**config.mk**
```make
export PLATFORM = sky130hd
export DESIGN_NAME = exec_unit_flat
export DESIGN_NICKNAME = d
export VERILOG_FILES = /design/src/rtl/cpu_pkg.sv /design/src/rtl/exec_if.sv /design/src/rtl/exec_alu.sv /design/src/rtl/exec_unit.sv /design/src/flat_wrapper.sv
export SDC_FILE = /design/constraint.sdc
export NUM_CORES = 1
export LEC_CHECK = 0
export BUFFER_PORTS_ARGS = -buffer_cell sky130_fd_sc_hd__buf_2
export CELL_PAD_IN_SITES_DETAIL_PLACEMENT = 1
export CELL_PAD_IN_SITES_GLOBAL_PLACEMENT = 1
export CORE_MARGIN = 5
export CORE_UTILIZATION = 41
export DETAILED_ROUTE_END_ITERATION = 10
export PLACE_DENSITY_LB_ADDON = 0.1
export SKIP_CTS_REPAIR_TIMING = 1
export SLEW_MARGIN = 20
export SYNTH_ARGS = -nofsm -noshare
export SYNTH_HDL_FRONTEND = slang
export SYNTH_SLANG_ARGS = --single-unit
export TNS_END_PERCENT = 30
```
**constraint.sdc**
```tcl
create_clock -name clk -period 4.3 [get_ports clk]
set_clock_uncertainty 0.15 [all_clocks]
set_input_delay 0.215 -clock clk [delete_from_list [all_inputs] [get_ports clk]]
set_output_delay 0.215 -clock clk [all_outputs]
set_load 0.05 [all_outputs]
```
**src/rtl/cpu_pkg.sv**
```systemverilog
// cpu_pkg: shared width, opcode encoding and decode helpers for the exec stage.
package cpu_pkg;
  localparam int W = 8;
  typedef enum logic [3:0] {
    OP_NOP = 4'h0, OP_LDI = 4'h1, OP_LD  = 4'h2, OP_ST  = 4'h3,
    OP_ADD = 4'h4, OP_SUB = 4'h5, OP_AND = 4'h6, OP_OR  = 4'h7,
    OP_JMP = 4'h8, OP_JZ  = 4'h9, OP_JC  = 4'hA, OP_HLT = 4'hF
  } op_e;
  function automatic logic is_legal(logic [3:0] op);
    return !(op inside {4'hB, 4'hC, 4'hD, 4'hE});
  endfunction
  function automatic logic reads_mem(logic [3:0] op);
    return op inside {OP_LD, OP_ADD, OP_SUB, OP_AND, OP_OR};
  endfunction
  function automatic logic writes_acc(logic [3:0] op);
    return op == OP_LDI || reads_mem(op);
  endfunction
endpackage

```
**src/rtl/exec_if.sv**
```systemverilog
// exec_if: stage-controller, RAM and PC connections of the exec unit.
interface exec_if #(parameter int W = cpu_pkg::W);
  logic         execa, execb;
  logic [W-1:0] ira, irb, mem_rdata;
  logic [W-1:0] mem_addr, mem_wdata, pc_in, acc;
  logic         mem_rden, mem_wren, pc_load, zf, cf, halt, err;
  modport master (
    output execa, execb, ira, irb, mem_rdata,
    input  mem_addr, mem_wdata, mem_rden, mem_wren, pc_load, pc_in, acc, zf, cf, halt, err
  );
  modport slave (
    input  execa, execb, ira, irb, mem_rdata,
    output mem_addr, mem_wdata, mem_rden, mem_wren, pc_load, pc_in, acc, zf, cf, halt, err
  );
endinterface

```
**src/rtl/exec_alu.sv**
```systemverilog
// exec_alu: combinational accumulator ALU; cout is carry for ADD, borrow for SUB.
module exec_alu import cpu_pkg::*; #(parameter int W = cpu_pkg::W) (
  input  logic [W-1:0] a,
  input  logic [W-1:0] b,
  input  logic [3:0]   op,
  output logic [W-1:0] y,
  output logic         cout
);
  logic [W:0] sum, dif;
  always_comb begin
    sum  = {1'b0, a} + {1'b0, b};
    dif  = {1'b0, a} - {1'b0, b};
    y    = op == OP_ADD ? sum[W-1:0] : op == OP_SUB ? dif[W-1:0] :
           op == OP_AND ? a & b : op == OP_OR ? a | b : b;
    cout = op == OP_ADD ? sum[W] : (op == OP_SUB) & dif[W];
  end
endmodule

```
**src/rtl/exec_unit.sv**
```systemverilog
// exec_unit: two-cycle accumulator execute stage (execa = address/decode, execb = writeback).
module exec_unit import cpu_pkg::*; #(parameter int W = cpu_pkg::W) (
  input logic clk,
  input logic rst,
  exec_if.slave bus
);
  logic [W-1:0] acc_q, acc_d, alu_y;
  logic [3:0]   op_q, op_d, opa;
  logic         zf_q, zf_d, cf_q, cf_d, halt_q, halt_d, err_q, err_d;
  logic         alu_c, a_v, b_v, prot, wacc, ill, rd, wr, jmp;
  exec_alu #(.W(W)) u_alu (.a(acc_q), .b(bus.mem_rdata), .op(op_q), .y(alu_y), .cout(alu_c));
  always_comb begin
    opa    = bus.ira[7:4];
    a_v    = bus.execa & ~bus.execb & ~halt_q;
    b_v    = bus.execb & ~bus.execa & ~halt_q;
    prot   = bus.execa & bus.execb & ~halt_q;
    wacc   = b_v & writes_acc(op_q);
    ill    = b_v & ~is_legal(op_q);
    op_d   = a_v ? opa : op_q;
    acc_d  = wacc ? (op_q == OP_LDI ? bus.irb : alu_y) : acc_q;
    zf_d   = wacc ? acc_d == '0 : zf_q;
    cf_d   = wacc ? alu_c : cf_q;
    halt_d = halt_q | ill | (b_v & op_q == OP_HLT);
    err_d  = err_q | ill | prot;
  end
  // outputs are forced low while reset is held, even if strobes are active
  always_comb begin
    rd  = rst & a_v & reads_mem(opa);
    wr  = rst & a_v & opa == OP_ST;
    jmp = rst & b_v & (op_q == OP_JMP | (op_q == OP_JZ & zf_q) | (op_q == OP_JC & cf_q));
  end
  assign bus.mem_rden  = rd;
  assign bus.mem_wren  = wr;
  assign bus.mem_addr  = (rd | wr) ? bus.irb : '0;
  assign bus.mem_wdata = wr ? acc_q : '0;
  assign bus.pc_load   = jmp;
  assign bus.pc_in     = jmp ? bus.irb : '0;
  assign bus.acc       = acc_q;
  assign bus.zf        = zf_q;
  assign bus.cf        = cf_q;
  assign bus.halt      = halt_q;
  assign bus.err       = err_q;
  always_ff @(posedge clk or negedge rst) begin
    if (!rst) begin
      acc_q  <= '0;
      op_q   <= '0;
      zf_q   <= 1'b0;
      cf_q   <= 1'b0;
      halt_q <= 1'b0;
      err_q  <= 1'b0;
    end else begin
      acc_q  <= acc_d;
      op_q   <= op_d;
      zf_q   <= zf_d;
      cf_q   <= cf_d;
      halt_q <= halt_d;
      err_q  <= err_d;
    end
  end
endmodule

```
**src/flat_wrapper.sv**
```systemverilog
// flat-port wrapper written by rule: the top's interface ports become plain ports
module exec_unit_flat import cpu_pkg::*;
#(parameter int W = cpu_pkg::W)
  (clk, rst, bus_execa, bus_execb, bus_ira, bus_irb, bus_mem_rdata, bus_mem_addr, bus_mem_wdata, bus_mem_rden, bus_mem_wren, bus_pc_load, bus_pc_in, bus_acc, bus_zf, bus_cf, bus_halt, bus_err);
  exec_if #(.W(W)) bus_i ();
  input logic clk;
  input logic rst;
  input wire logic [$bits(bus_i.execa)-1:0] bus_execa;
  input wire logic [$bits(bus_i.execb)-1:0] bus_execb;
  input wire logic [$bits(bus_i.ira)-1:0] bus_ira;
  input wire logic [$bits(bus_i.irb)-1:0] bus_irb;
  input wire logic [$bits(bus_i.mem_rdata)-1:0] bus_mem_rdata;
  output wire logic [$bits(bus_i.mem_addr)-1:0] bus_mem_addr;
  output wire logic [$bits(bus_i.mem_wdata)-1:0] bus_mem_wdata;
  output wire logic [$bits(bus_i.mem_rden)-1:0] bus_mem_rden;
  output wire logic [$bits(bus_i.mem_wren)-1:0] bus_mem_wren;
  output wire logic [$bits(bus_i.pc_load)-1:0] bus_pc_load;
  output wire logic [$bits(bus_i.pc_in)-1:0] bus_pc_in;
  output wire logic [$bits(bus_i.acc)-1:0] bus_acc;
  output wire logic [$bits(bus_i.zf)-1:0] bus_zf;
  output wire logic [$bits(bus_i.cf)-1:0] bus_cf;
  output wire logic [$bits(bus_i.halt)-1:0] bus_halt;
  output wire logic [$bits(bus_i.err)-1:0] bus_err;
  assign bus_i.execa = bus_execa;
  assign bus_i.execb = bus_execb;
  assign bus_i.ira = bus_ira;
  assign bus_i.irb = bus_irb;
  assign bus_i.mem_rdata = bus_mem_rdata;
  assign bus_mem_addr = bus_i.mem_addr;
  assign bus_mem_wdata = bus_i.mem_wdata;
  assign bus_mem_rden = bus_i.mem_rden;
  assign bus_mem_wren = bus_i.mem_wren;
  assign bus_pc_load = bus_i.pc_load;
  assign bus_pc_in = bus_i.pc_in;
  assign bus_acc = bus_i.acc;
  assign bus_zf = bus_i.zf;
  assign bus_cf = bus_i.cf;
  assign bus_halt = bus_i.halt;
  assign bus_err = bus_i.err;
  exec_unit #(.W(W)) u_core (.clk(clk), .rst(rst), .bus(bus_i));
endmodule
```
Yosys cells after proc, flatten, opt, wreduce, memory -nomap -nowiden
Index checks and enable logic that the tools add are counted.

operators by class
  add/sub/neg operators = 2
  eq/ne operators = 20
  muxes and demuxes = 10
  bitwise operators = 29
  reduce and logical (&&, ||, !) cells = 5

operators by type and width
  cell                  count
  $mux W8               9
  $eq A4 B3 Y1 const B  8
  $eq A4 B4 Y1 const B  8
  $and A1 B1 Y1         17
  $eq A4 B2 Y1 const B  3
  $reduce_bool A5 Y1    2
  $add A8 B8 Y9         1
  $sub A8 B8 Y9         1
  $and A8 B8 Y8         1
  $logic_not A8 Y1      1
  $or A8 B8 Y8          1
  $or A1 B1 Y1          7
  $eq A4 B1 Y1 const B  1
  $reduce_bool A4 Y1    1
  $not A1 Y1            3
  $logic_or A1 B1 Y1    1
  $mux W1               1

storage, ports and cells
  flip-flop bits (word level) = 16
  logic and storage cells = 72

Logic depth before layout (Yosys ltp)
Gate-level depths: netlist (run 1).

  depth after elaboration = 8
  mapped depth = 10

Modules after synthesis
From an unflattened synthesis (run 1), not the netlist that was laid out.

unflattened totals
  cell total of the unflattened synthesis = 297
  area, all modules = 2326.0 um^2

by module, submodules not included
  module     times used  cells each  area each (um^2)  sequential area each (um^2)
  exec_alu   1           191         1302.5            0.0
  exec_unit  1           106         1023.5            400.4

Worst setup path before layout (run 1)
OpenSTA, ideal clock, no wires.

  kind = register to output
  from = reg u_core.halt_q, in the netlist u_core.bus.halt
  to = out bus_mem_addr[0]
  arrival time = 3092 ps
  data required time = 3935 ps
  path slack = 843 ps
  stages on the path, launching flop included = 6
  path through = dfrtp_1 -> nor3b_2 -> nand3b_2 -> nor3_1 -> or2_1 -> and2_1

between the ends
  word-level cells in the longest chain between the ends = 6
  elaborated cells on any way between the ends = 7

ends and longest elaborated chain
  element                     RTL line            RTL
  from (decl)                 exec_unit.sv:9      logic zf_q, zf_d, cf_q, cf_d, halt_q, halt_d, err_q, err_d;
  from (signal assigned)      exec_unit.sv:56     halt_q <= halt_d;
  $not A1 Y1                  exec_unit.sv:14     a_v = bus.execa & ~bus.execb & ~halt_q;
  $and A1 B1 Y1               exec_unit.sv:14
  $and A1 B1 Y1 (2 in a row)  exec_unit.sv:29     wr = rst & a_v & opa == OP_ST;
  named net bus_mem_wren      flat_wrapper.sv:16  output wire logic [$bits(bus_i.mem_wren)-1:0] bus_mem_wren;
  $or A1 B1 Y1                exec_unit.sv:34     assign bus.mem_addr = (rd | wr) ? bus.irb : '0;
  $mux W8                     exec_unit.sv:34
  to (decl)                   flat_wrapper.sv:13  output wire logic [$bits(bus_i.mem_addr)-1:0] bus_mem_addr;

The timed path passes the listed nets, and every way through them passes these cells.

Worst setup path in the final report (run 1)
  from = reg u_core.op_q[0]
  to = out bus_pc_in[7]

between the ends
  word-level cells in the longest chain between the ends = 6
  elaborated cells on any way between the ends = 9

ends and longest elaborated chain
  element                 RTL line            RTL
  from (decl)             exec_unit.sv:8      logic [3:0] op_q, op_d, opa;
  from (signal assigned)  exec_unit.sv:53     op_q <= op_d;
  $eq A4 B4 Y1            exec_unit.sv:30     jmp = rst & b_v & (op_q == OP_JMP | (op_q == OP_JZ & zf_q) | (op_q == OP_JC & cf_q));
  $and A1 B1 Y1           exec_unit.sv:30
  $or A1 B1 Y1            exec_unit.sv:30
  $or A1 B1 Y1 *          exec_unit.sv:30
  $and A1 B1 Y1 *         exec_unit.sv:30
  $mux W8 *               exec_unit.sv:37     assign bus.pc_in = jmp ? bus.irb : '0;
  to (decl)               flat_wrapper.sv:18  output wire logic [$bits(bus_i.pc_in)-1:0] bus_pc_in;

Mark *: on every way between the ends. The rest lies on a longest branch, timed or not.

==> run metrics, run 1 <==
slowest stage cell, crit path=nor3_1; period utilisation layout=72.2%; initial antenna violation count=0; dpl ws=1.34 ns; Worst Setup End Kind=output pin; GRT Overall Usage=20.3%; reg2reg start=u_core.bus.acc[0]$_DFF_PN0_; Post-Synthesis Cells=287; Clk pwr share=8.0%; DR iter-0 viols=102; Slew @ Worst Pin=1.06 ns; Sw Share=56.6%; Crit path required time=3.93 ns; Synth Area in Simple Gates=28.6%; H-tree depth=1; synthesized area per cell=7.90 µm²; worst hold path cell count=2; Compound-Gate Fraction of Synth Area=22.7%; RSZ-0062 raised after global routing=no; Yosys reg bits=16; internal power=734 µW; max-slew violations=0; Top FF cell, synth=dfrtp_1; Startpoint Class=register; first-pass GRT wire length=12000 µm; post-synthesis mux area share=5.13%; Clock transition at path regs=0.06 ns; PnR Total Power=1690 µW; DR vias=2322; Fmax=322 MHz; FP Rows=27; drt pass-1 iters=4; register area share after synthesis=17.7%; routability congestion estimate=0.849; fraction of layout cells with a size suffix above 1=25.7%; TritonCTS clock tree=done; largest net degree at the start of global routing=29; routed vias/inst=5.65; sequential power share=23.5%; num ports=67; PwrDens=638 nW/µm²; Yosys warning count=0; EDFF count, synth=0; critical path arrival=2.74 ns; worst-path fanout max=28; Yosys top cell by area=dfrtp_1; Hold Startpoint=bus_ira[7]; dpl hpwl=5660 µm; final setup fails=0; Fill cells=706; Yosys top cell area share=17.7%; ant diodes=0; Register-to-Register Path Depth=10; VDD IR-drop max=326 µV; Hold Crit Endpoint=u_core.op_q[3]$_DFFE_PN0P_; die width=84.4 µm; status=complete, no violations; Core Footprint=5440 µm²; area of the multi-input gates=1680 µm²; vias in the first global route=2346; CTS Sinks=16; Rel. slew slack=29.4%; Die ar.=7120 µm²; setup TNS=0 ns; remaining global-route overflow=0; Yosys cell types=60; R2R setup slack=1.28 ns; syn_nets=341; Port-buffer cells=62; Sw Pwr=959 µW; main combinational cell family by area after synthesis=simple AND/OR/NAND/NOR gates; Post-synth ARST share=100%; critical path class=reg2out; Crit path max-delay family=simple AND/OR/NAND/NOR gates; total CTS buffers=3; Reg-to-Reg End=u_core.bus.zf$_DFFE_PN0N_; Worst path max stage delay=0.81 ns; Comb pwr share=68.6%; # DRC=0; worst-case clock buffer depth=2; post-DR wirelength/cell=17.9 µm; minimum clock period=3.10 ns; Layout area overhead=17.2%; Static Leak=0.00126 µW; Synth area leaders=dfrtp_1, ha_1, inv_1; Max Cap Viol=0; Initial Util=41.7%; WL final=7370 µm; CP cell instances=o21ai_1 -> nand4b_1 -> nor3_1 -> and2_1 -> buf_2; worst setup margin=1.20 ns; Buf+Inv Stages, Crit Path=1; CTS root buf=clkbuf_8; Hold Fails Final Rpt=0; Final #Nets=394; Post-Syn Area=2270 µm²; Final Core Density=48.8%; Worst-Skew Late Latency=0.25 ns; sequential cell area=400 µm²; Min-Delay Path Class=in2reg; area share of xor/xnor cells in the synthesized design=2.70%; adder-cell share of the synthesized area=15.0%; Final ANT Viol Nets=0; die height=84.4 µm
## per-layer routing
| layer | share of wire, % | track usage (%) |
|---|---|---|
| met1 | 45 | 27.2 |
| met2 | 49 | 35.4 |
| met3 | 5.9 | 3.34 |
| met4 | 0.54 | 2.59 |
| met5 | 0 | 0 |
## per-stage QoR
stage / hold WS (ns) / instance area [µm²] / instances
detailed placement: 0.0279 / 2590 / 406
global route: 0.0676 / 2660 / 411
floorplan: -0.231 / 2270 / 287
global placement: 0.0238 / 2590 / 406
CTS: -0.250 / 2650 / 410
finish: 0.0684 / 2660 / 411
## kinds of logic after synthesis
logic type	after synthesis
multiplexers	11
adder cells (fa/ha/maj)	26
AND/OR/NAND/NOR	110
XOR/XNOR	7
AO/OA/AOI/OAI	74
flip-flops	16
buffers and inverters	43
## layout make-up
| class | count | share of cell area, % |
|---|---|---|
| inverters | 27 | 3.82 |
| well taps | 72 | 3.39 |
| repair buffers | 64 | 12.3 |
| flip-flops and latches | 16 | 15.1 |
| multi-input cells | 228 | 63.3 |
| clock buffers | 4 | 2.07 |
## how the worst max path moves through the flow
stage / startpoint / to / slack [ns] / cells past startpoint
after global routing: u_core.op_q[0]$_DFFE_PN0P_ / bus_pc_in[2] / 0.98 / 5
final: u_core.op_q[0]$_DFFE_PN0P_ / bus_pc_in[7] / 1.20 / 5
after global placement: u_core.bus.acc[0]$_DFF_PN0_ / u_core.bus.zf$_DFFE_PN0N_ / 1.36 / 10
after floorplan: u_core.bus.halt$_DFF_PN0_ / bus_mem_addr[0] / 0.84 / 5
after CTS: u_core.op_q[0]$_DFFE_PN0P_ / bus_pc_in[7] / 1.15 / 5
after detailed placement: u_core.bus.acc[0]$_DFF_PN0_ / u_core.bus.zf$_DFFE_PN0N_ / 1.34 / 10
## power by group through the flow
stage / Clock, µW / Combinational (µW) / Sequential, µW
2_1_floorplan: 0 / 853 / 426
6_report: 135 / 1160 / 397
5_1_grt: 144 / 1270 / 413
3_5_place_dp: 0 / 1160 / 398
4_1_cts: 138 / 1170 / 396
3_3_place_gp: 0 / 1130 / 395
## cells in the final DEF (no fill, tap or decap), drive strengths merged, types with 3 or more instances in the layout
| master | synthesis | layout |
|---|---|---|
| inv | 27 | 27 |
| nand2b | 5 | 5 |
| dfrtp | 16 | 16 |
| nor4 | 9 | 9 |
| a21oi | 18 | 18 |
| o21bai | 7 | 7 |
| a31o | 4 | 4 |
| mux2 | 5 | 5 |
| nor4b | 3 | 3 |
| o2111ai | 3 | 3 |
| o211ai | 3 | 3 |
| nor2 | 16 | 16 |
| mux2i | 6 | 6 |
| and2 | 16 | 16 |
| o21ai | 13 | 13 |
| ha | 24 | 24 |
| nor2b | 8 | 8 |
| or2 | 3 | 3 |
| buf | 10 | 63 |
| a211oi | 6 | 6 |
| a2111oi | 3 | 3 |
| or3 | 3 | 3 |
| nand2 | 23 | 23 |
| a31oi | 4 | 4 |
| xnor2 | 5 | 5 |
| nor3 | 9 | 9 |
| nand3 | 4 | 4 |
| clkbuf | 6 | 4 |
| nor3b | 3 | 3 |
## sequential cells by signal (all words and copies together), names as in the netlist
name,cells
u_core.bus.zf,1
u_core.bus.halt,1
u_core.bus.acc,8
u_core.bus.err,1
u_core.op_q,4
u_core.bus.cf,1
## Yosys cell counts, types with 7 or more instances
| cell | count |
|---|---|
| a21oi_1 | 18 |
| and2_1 | 16 |
| buf_2 | 7 |
| dfrtp_1 | 16 |
| ha_1 | 24 |
| inv_1 | 27 |
| nand2_1 | 23 |
| nor2_1 | 16 |
| nor2b_1 | 8 |
| nor3_1 | 8 |
| nor4_1 | 9 |
| o21ai_0 | 8 |
| o21bai_1 | 7 |
## worst reg2reg max path: stages, from the launching register on
cell and delay [ns]:
dfrtp_1 0.40, inv_1 0.09, ha_1 0.24, fa_1 0.43
or2_2 0.31, a211oi_1 0.40, mux2i_1 0.24, nand4_1 0.12
o221ai_1 0.15, nand4_1 0.18, o31ai_2 0.21
(Power assumes the default switching activity.)
==> inputs of run 2 (changes only) <==
--- a/config.mk
+++ b/config.mk
@@ -9,7 +9,7 @@
 export CELL_PAD_IN_SITES_DETAIL_PLACEMENT = 1
 export CELL_PAD_IN_SITES_GLOBAL_PLACEMENT = 1
 export CORE_MARGIN = 5
-export CORE_UTILIZATION = 41
+export CORE_UTILIZATION = 38
 export DETAILED_ROUTE_END_ITERATION = 10
 export PLACE_DENSITY_LB_ADDON = 0.1
 export SKIP_CTS_REPAIR_TIMING = 1
==> constraint.sdc (replaced) <==
create_clock -name clk -period 3.2 [get_ports clk]
set_clock_uncertainty 0.15 [all_clocks]
set_input_delay 0.16 -clock clk [delete_from_list [all_inputs] [get_ports clk]]
set_output_delay 0.16 -clock clk [all_outputs]
set_load 0.05 [all_outputs]
==> run 2 against run 1 <==
- the flow now finishes with violations (negative hold slack)
- wire length is 5.1% higher
- final cell count is 1.9% higher
- sequential power is 21% higher
- utilization is 2.7 points lower
- largest cell class unchanged
- largest power group unchanged
==> run metrics, run 2 (same netlist as run 1, synthesis figures left out) <==
Fill cells=783 (+11%); drt pass-1 iters=4 (unchanged); worst-path fanout max=4 (-86%); Worst-Skew Late Latency=0.25 ns (about the same); max reg flops=8 (unchanged); die width=87.2 µm (+3.4%); Final ANT Viol Nets=0 (unchanged); CP cell instances=inv_1 -> ha_1 -> fa_1 -> or2_2 -> a211oi_2 -> mux2i_1 -> nand4_1 -> o221ai_1 -> nand4_1 -> o31ai_2; sequential power share=20.9% (-2.6 points); Worst Setup End Kind=register; Crit path required time=3.22 ns (-0.71 ns); Sw Pwr=1300 µW (+36%); slowest stage cell, crit path=fa_1; Hold Fails Final Rpt=1 (+1); Max Cap Viol=0 (unchanged); R2R setup slack=0.27 ns (-1.01 ns); GRT Overall Usage=20.8% (+0.44 points); die height=87.2 µm (+3.4%); failing checks=negative hold slack; vias in the first global route=2371 (+1.1%); fraction of layout cells with a size suffix above 1=27.3% (+1.7 points); Core Footprint=5850 µm² (+7.6%); Clock transition at path regs=0.07 ns (about the same); Clk pwr share=6.9% (-1.1 points); sequential cell area=400 µm² (unchanged); Sw Share=56.5% (-0.12 points); Layout area overhead=19.2%; Static Leak=0.00129 µW (+1.9%); CTS root buf=clkbuf_8; routability congestion estimate=0.798 (-6.0%); placed cell area=2650 µm² (+2.1%); Final #Nets=400 (+1.5%); ant diodes=0 (unchanged); CP most frequent cell=nand4_1; H-tree depth=1 (unchanged); largest net degree at the start of global routing=19 (-34%); commonest non-fill, non-tap cells in the layout=buf_2, inv_1, ha_1; cell area after layout=2700 µm² (+1.7%); VDD IR-drop max=380 µV (+17%); num ports=67 (unchanged); setup TNS=0 ns (unchanged); worst-case clock buffer depth=2 (unchanged); # DRC=0 (unchanged); minimum clock period=2.93 ns; final hold slack=-0.00291 ns (-0.0713 ns); dpl hpwl=6190 µm (+9.3%); WL final=7750 µm (+5.1%); FP Rows=28 (+3.7%); remaining global-route overflow=0 (unchanged); initial antenna violation count=0 (unchanged); Slew @ Worst Pin=0.709 ns (-0.350 ns); commonest non-fill, non-tap cell in the layout=buf_2; Die ar.=7610 µm² (+6.9%); PwrDens=853 nW/µm² (+34%); area of the multi-input gates=1690 µm² (+0.60%); first-pass GRT wire length=12400 µm (+3.5%); internal power=1000 µW (+36%); critical path arrival=2.95 ns (+0.21 ns); status=finished, violations left; Initial Util=38.8% (-2.9 points); Startpoint Class=register; max-slew violations=0 (unchanged); critical path class=reg2reg; Worst path max stage delay=0.41 ns (-0.40 ns); Fmax=341 MHz; TritonCTS clock tree=done; Port-buffer cells=62 (unchanged); routed vias/inst=5.56 (-1.6%); total CTS buffers=3 (unchanged); CTS Sinks=16 (unchanged); period utilisation layout=91.6%; DR vias=2330 (+0.34%); Min-Delay Path Class=in2reg; Rel. slew slack=52.6% (+23 points); DR iter-0 viols=85 (-17%); post-DR wirelength/cell=18.5 µm (+3.1%); Comb pwr share=72.3% (+3.7 points); RSZ-0062 raised after global routing=no; final setup fails=0 (unchanged)
==> run 2: final timing paths <==
check,from,cells after the start,to
worst max-delay path,u_core.bus.acc[0]$_DFF_PN0_,10,u_core.bus.zf$_DFFE_PN0N_
worst min-delay path,bus_ira[7],2,u_core.op_q[3]$_DFFE_PN0P_
worst max register to register,u_core.bus.acc[0]$_DFF_PN0_,10,u_core.bus.zf$_DFFE_PN0N_
worst min register to register,u_core.bus.err$_DFF_PN0_,1,u_core.bus.err$_DFF_PN0_
max in group asynchronous,rst,2,u_core.bus.acc[4]$_DFF_PN0_
min in group asynchronous,rst,2,u_core.bus.err$_DFF_PN0_
==> run 2: area by class of cell <==
cell class,instances,area share [%]
well taps,75,3.47
inverters,27,3.75
repair buffers,70,13.8
clock buffers,3,1.53
flip-flops and latches,16,14.8
multi-input cells,228,62.6
==> run 2: metrics by stage <==
stage | util (%) | instances | total power (µW) | hold slack, ns | setup slack [ns]
CTS | 45.9 | 418 | 2310 | -0.297 | 0.161
global placement | 45.2 | 415 | 2100 | -0.0304 | 0.285
finish | 46.2 | 419 | 2310 | -0.00291 | 0.269
global route | 46.2 | 419 | 2500 | 0.00533 | 0.114
floorplan | - | 287 | 1720 | -0.286 | 0.0533
detailed placement | 45.2 | 415 | 2140 | -0.0215 | 0.185
==> run 2: per-layer routing <==
metal	GRT usage (%)	share of wire (%)	vias to the layer above
met3	3.22	4.8	12
li1	-	-	1135
met4	4.60	1.8	0
met1	27.4	45	1117
met2	35.5	48	66
met5	0	0	-
==> run 2: critical path: cells and delay by family (launching register included) <==
family	cells	cell delay, ns
adder cells (fa/ha/maj)	2	0.66
AO/OA/AOI/OAI	3	0.65
AND/OR/NAND/NOR	3	0.62
flip-flops	1	0.40
multiplexers	1	0.28
buffers and inverters	1	0.10
==> run 2: power by group through the flow <==
stage	Combinational [µW]	Sequential (µW)	Clock, µW
after global routing	1830	499	169
after floorplan	1150	573	0
after global placement	1620	480	0
after detailed placement	1650	483	0
final	1670	481	159
after CTS	1670	479	164
==> inputs of run 3 (changes only) <==
--- a/config.mk
+++ b/config.mk
@@ -11,6 +11,7 @@
 export CORE_MARGIN = 5
 export CORE_UTILIZATION = 38
 export DETAILED_ROUTE_END_ITERATION = 10
+export GPL_TIMING_DRIVEN = 0
 export PLACE_DENSITY_LB_ADDON = 0.1
 export SKIP_CTS_REPAIR_TIMING = 1
 export SLEW_MARGIN = 20
==> run 3 against run 2 <==
- the run now ends clean
- worst hold slack better by 0.0036 ns
- via count is 2.8% higher
- register-to-register slack worse by 0.09 ns
- non-clock buffer count is 9 higher
- count of clock-buffer cells in the layout is 1 higher
- final cell count is 2.4% higher
- critical path type unchanged
- largest power group unchanged
==> run metrics, run 3 (same netlist as run 1, synthesis figures left out) <==
Max Cap Viol=0 (unchanged); Core Footprint=5850 µm² (unchanged); largest net degree at the start of global routing=19 (unchanged); reg2reg start=u_core.bus.acc[0]$_DFF_PN0_; WL met3=386 µm (+3.5%); slowest stage cell, crit path=fa_1; CTS Sinks=16 (unchanged); Startpoint Class=register; WL final=8210 µm (+6.0%); max-slew violations=0 (unchanged); Crit path required time=3.22 ns (about the same); critical path class=reg2reg; VDD IR-drop max=369 µV (-3.1%); post-DR wirelength/cell=19.1 µm (+3.5%); Die ar.=7610 µm² (unchanged); GRT Overall Usage=21.8% (+1.1 points); Final ANT Viol Nets=0 (unchanged); commonest non-fill, non-tap cell in the layout=buf_2; setup TNS=0 ns (unchanged); fraction of layout cells with a size suffix above 1=27.7% (+0.36 points); Reg-to-Reg End=u_core.bus.zf$_DFFE_PN0N_; routability congestion estimate=0.829 (+3.8%); critical path arrival=3.04 ns (+0.09 ns); worst-case clock buffer depth=2 (unchanged); Layout area overhead=21.1%; origin of the worst setup path=u_core.bus.acc[0]$_DFF_PN0_; first-pass GRT wire length=13000 µm (+5.1%); ant diodes=0 (unchanged); worst-path fanout max=4 (unchanged); dpl hpwl=6420 µm (+3.8%); max layer used=met4; CTS root buf=clkbuf_8; initial antenna violation count=0 (unchanged); TritonCTS clock tree=done; drt pass-1 iters=4 (unchanged); commonest non-fill, non-tap cells in the layout=buf_2, inv_1, ha_1; Worst-Skew Late Latency=0.26 ns (about the same); Initial Util=38.8% (unchanged); status=complete, no violations; period utilisation layout=94.4% (+2.8 points); Hold Fails Final Rpt=0 (-1); RSZ-0062 raised after global routing=no; Register-to-Register Path Depth=10 (unchanged); PwrDens=869 nW/µm² (+1.8%); routed vias/inst=5.58 (+0.39%); Min-Delay Path Class=in2reg; Clock transition at path regs=0.07 ns (about the same); DR vias=2395 (+2.8%); H-tree depth=1 (unchanged); die height=87.2 µm (unchanged); final setup fails=0 (unchanged); # DRC=0 (unchanged); Rel. slew slack=54.1% (+1.4 points); PnR Total Power=2390 µW (+3.5%); R2R setup slack=0.18 ns (-0.09 ns); total CTS buffers=3 (unchanged); Critical Path End=u_core.bus.zf$_DFFE_PN0N_; Final #Nets=409 (+2.3%); Port-buffer cells=62 (unchanged); max reg flops=8 (unchanged); minimum clock period=3.02 ns (+0.0888 ns); Static Leak=0.00131 µW (+1.7%); Fmax=331 MHz (-2.9%); DR iter-0 viols=90 (+5.9%); vias in the first global route=2534 (+6.9%); die width=87.2 µm (unchanged); CP most frequent cell=nand4_1; Worst path max stage delay=0.42 ns (about the same); wire length on met2=4040 µm (+7.8%); num ports=67 (unchanged); remaining global-route overflow=0 (unchanged); WL met1=3730 µm (+7.0%); CP cell instances=inv_1 -> ha_1 -> fa_1 -> or2_2 -> a211oi_1 -> mux2i_1 -> nand4_1 -> o221ai_1 -> nand4_1 -> o31ai_2; FP Rows=28 (unchanged); Slew @ Worst Pin=0.689 ns (-0.0198 ns); Worst Setup End Kind=register
## run 3: per-stage QoR
stage	utilization, %	instance area (µm²)	setup WS, ns	hold WS, ns	instances
after floorplan	-	2270	0.0533	-0.286	287
after global placement	45.7	2680	0.223	-0.0267	424
after detailed placement	45.7	2680	0.210	-0.0129	424
after CTS	46.7	2730	0.0255	-0.299	428
after global routing	46.9	2750	0.0351	0.00580	429
final	46.9	2750	0.181	0.000641	429
## run 3: where the power goes
| part | internal, µW | switching (µW) | leakage [µW] |
|---|---|---|---|
| clock network | 109 | 80.6 | 0.0000288 |
| logic | 645 | 1160 | 0.00109 |
| registers | 285 | 112 | 0.000189 |
| total | 1040 | 1350 | 0.00131 |
## run 3: final cells by class
class                   count  area [µm²]
well taps                  75        93.8
fillers                   756        3100
inverters                  27         101
multi-input cells         228        1690
clock buffers               4        55.1
flip-flops and latches     16         400
repair buffers             63         320
plain buffers              16        83.8
## run 3: how the worst min path moves through the flow
stage | from | endpoint | slack, ns | cells past startpoint
after global routing | bus_ira[7] | u_core.op_q[3]$_DFFE_PN0P_ | 0.006 | 2
after detailed placement | rst | u_core.bus.err$_DFF_PN0_ | -0.01 | 1
final | bus_ira[7] | u_core.op_q[3]$_DFFE_PN0P_ | 0.0006 | 2
after global placement | rst | u_core.bus.err$_DFF_PN0_ | -0.03 | 1
after floorplan | rst | u_core.bus.acc[0]$_DFF_PN0_ | -0.29 | 0
after CTS | rst | u_core.bus.err$_DFF_PN0_ | -0.30 | 1
## run 3: critical path, delay by kind of cell, from the launching register on
family,cells,cell delay [ns]
adders and majority gates,2,0.67
muxes,1,0.25
AOI/OAI and AO/OA,3,0.76
and+or+nand+nor,3,0.62
buffers and inverters,1,0.09
DFF,1,0.40
## run 3: metal layers
layer / up-vias / global-route usage [%]
met3: 7 / 2.65
met2: 67 / 39.3
met1: 1159 / 28.7
met4: 0 / 2.23
li1: 1162 / -
met5: - / 0
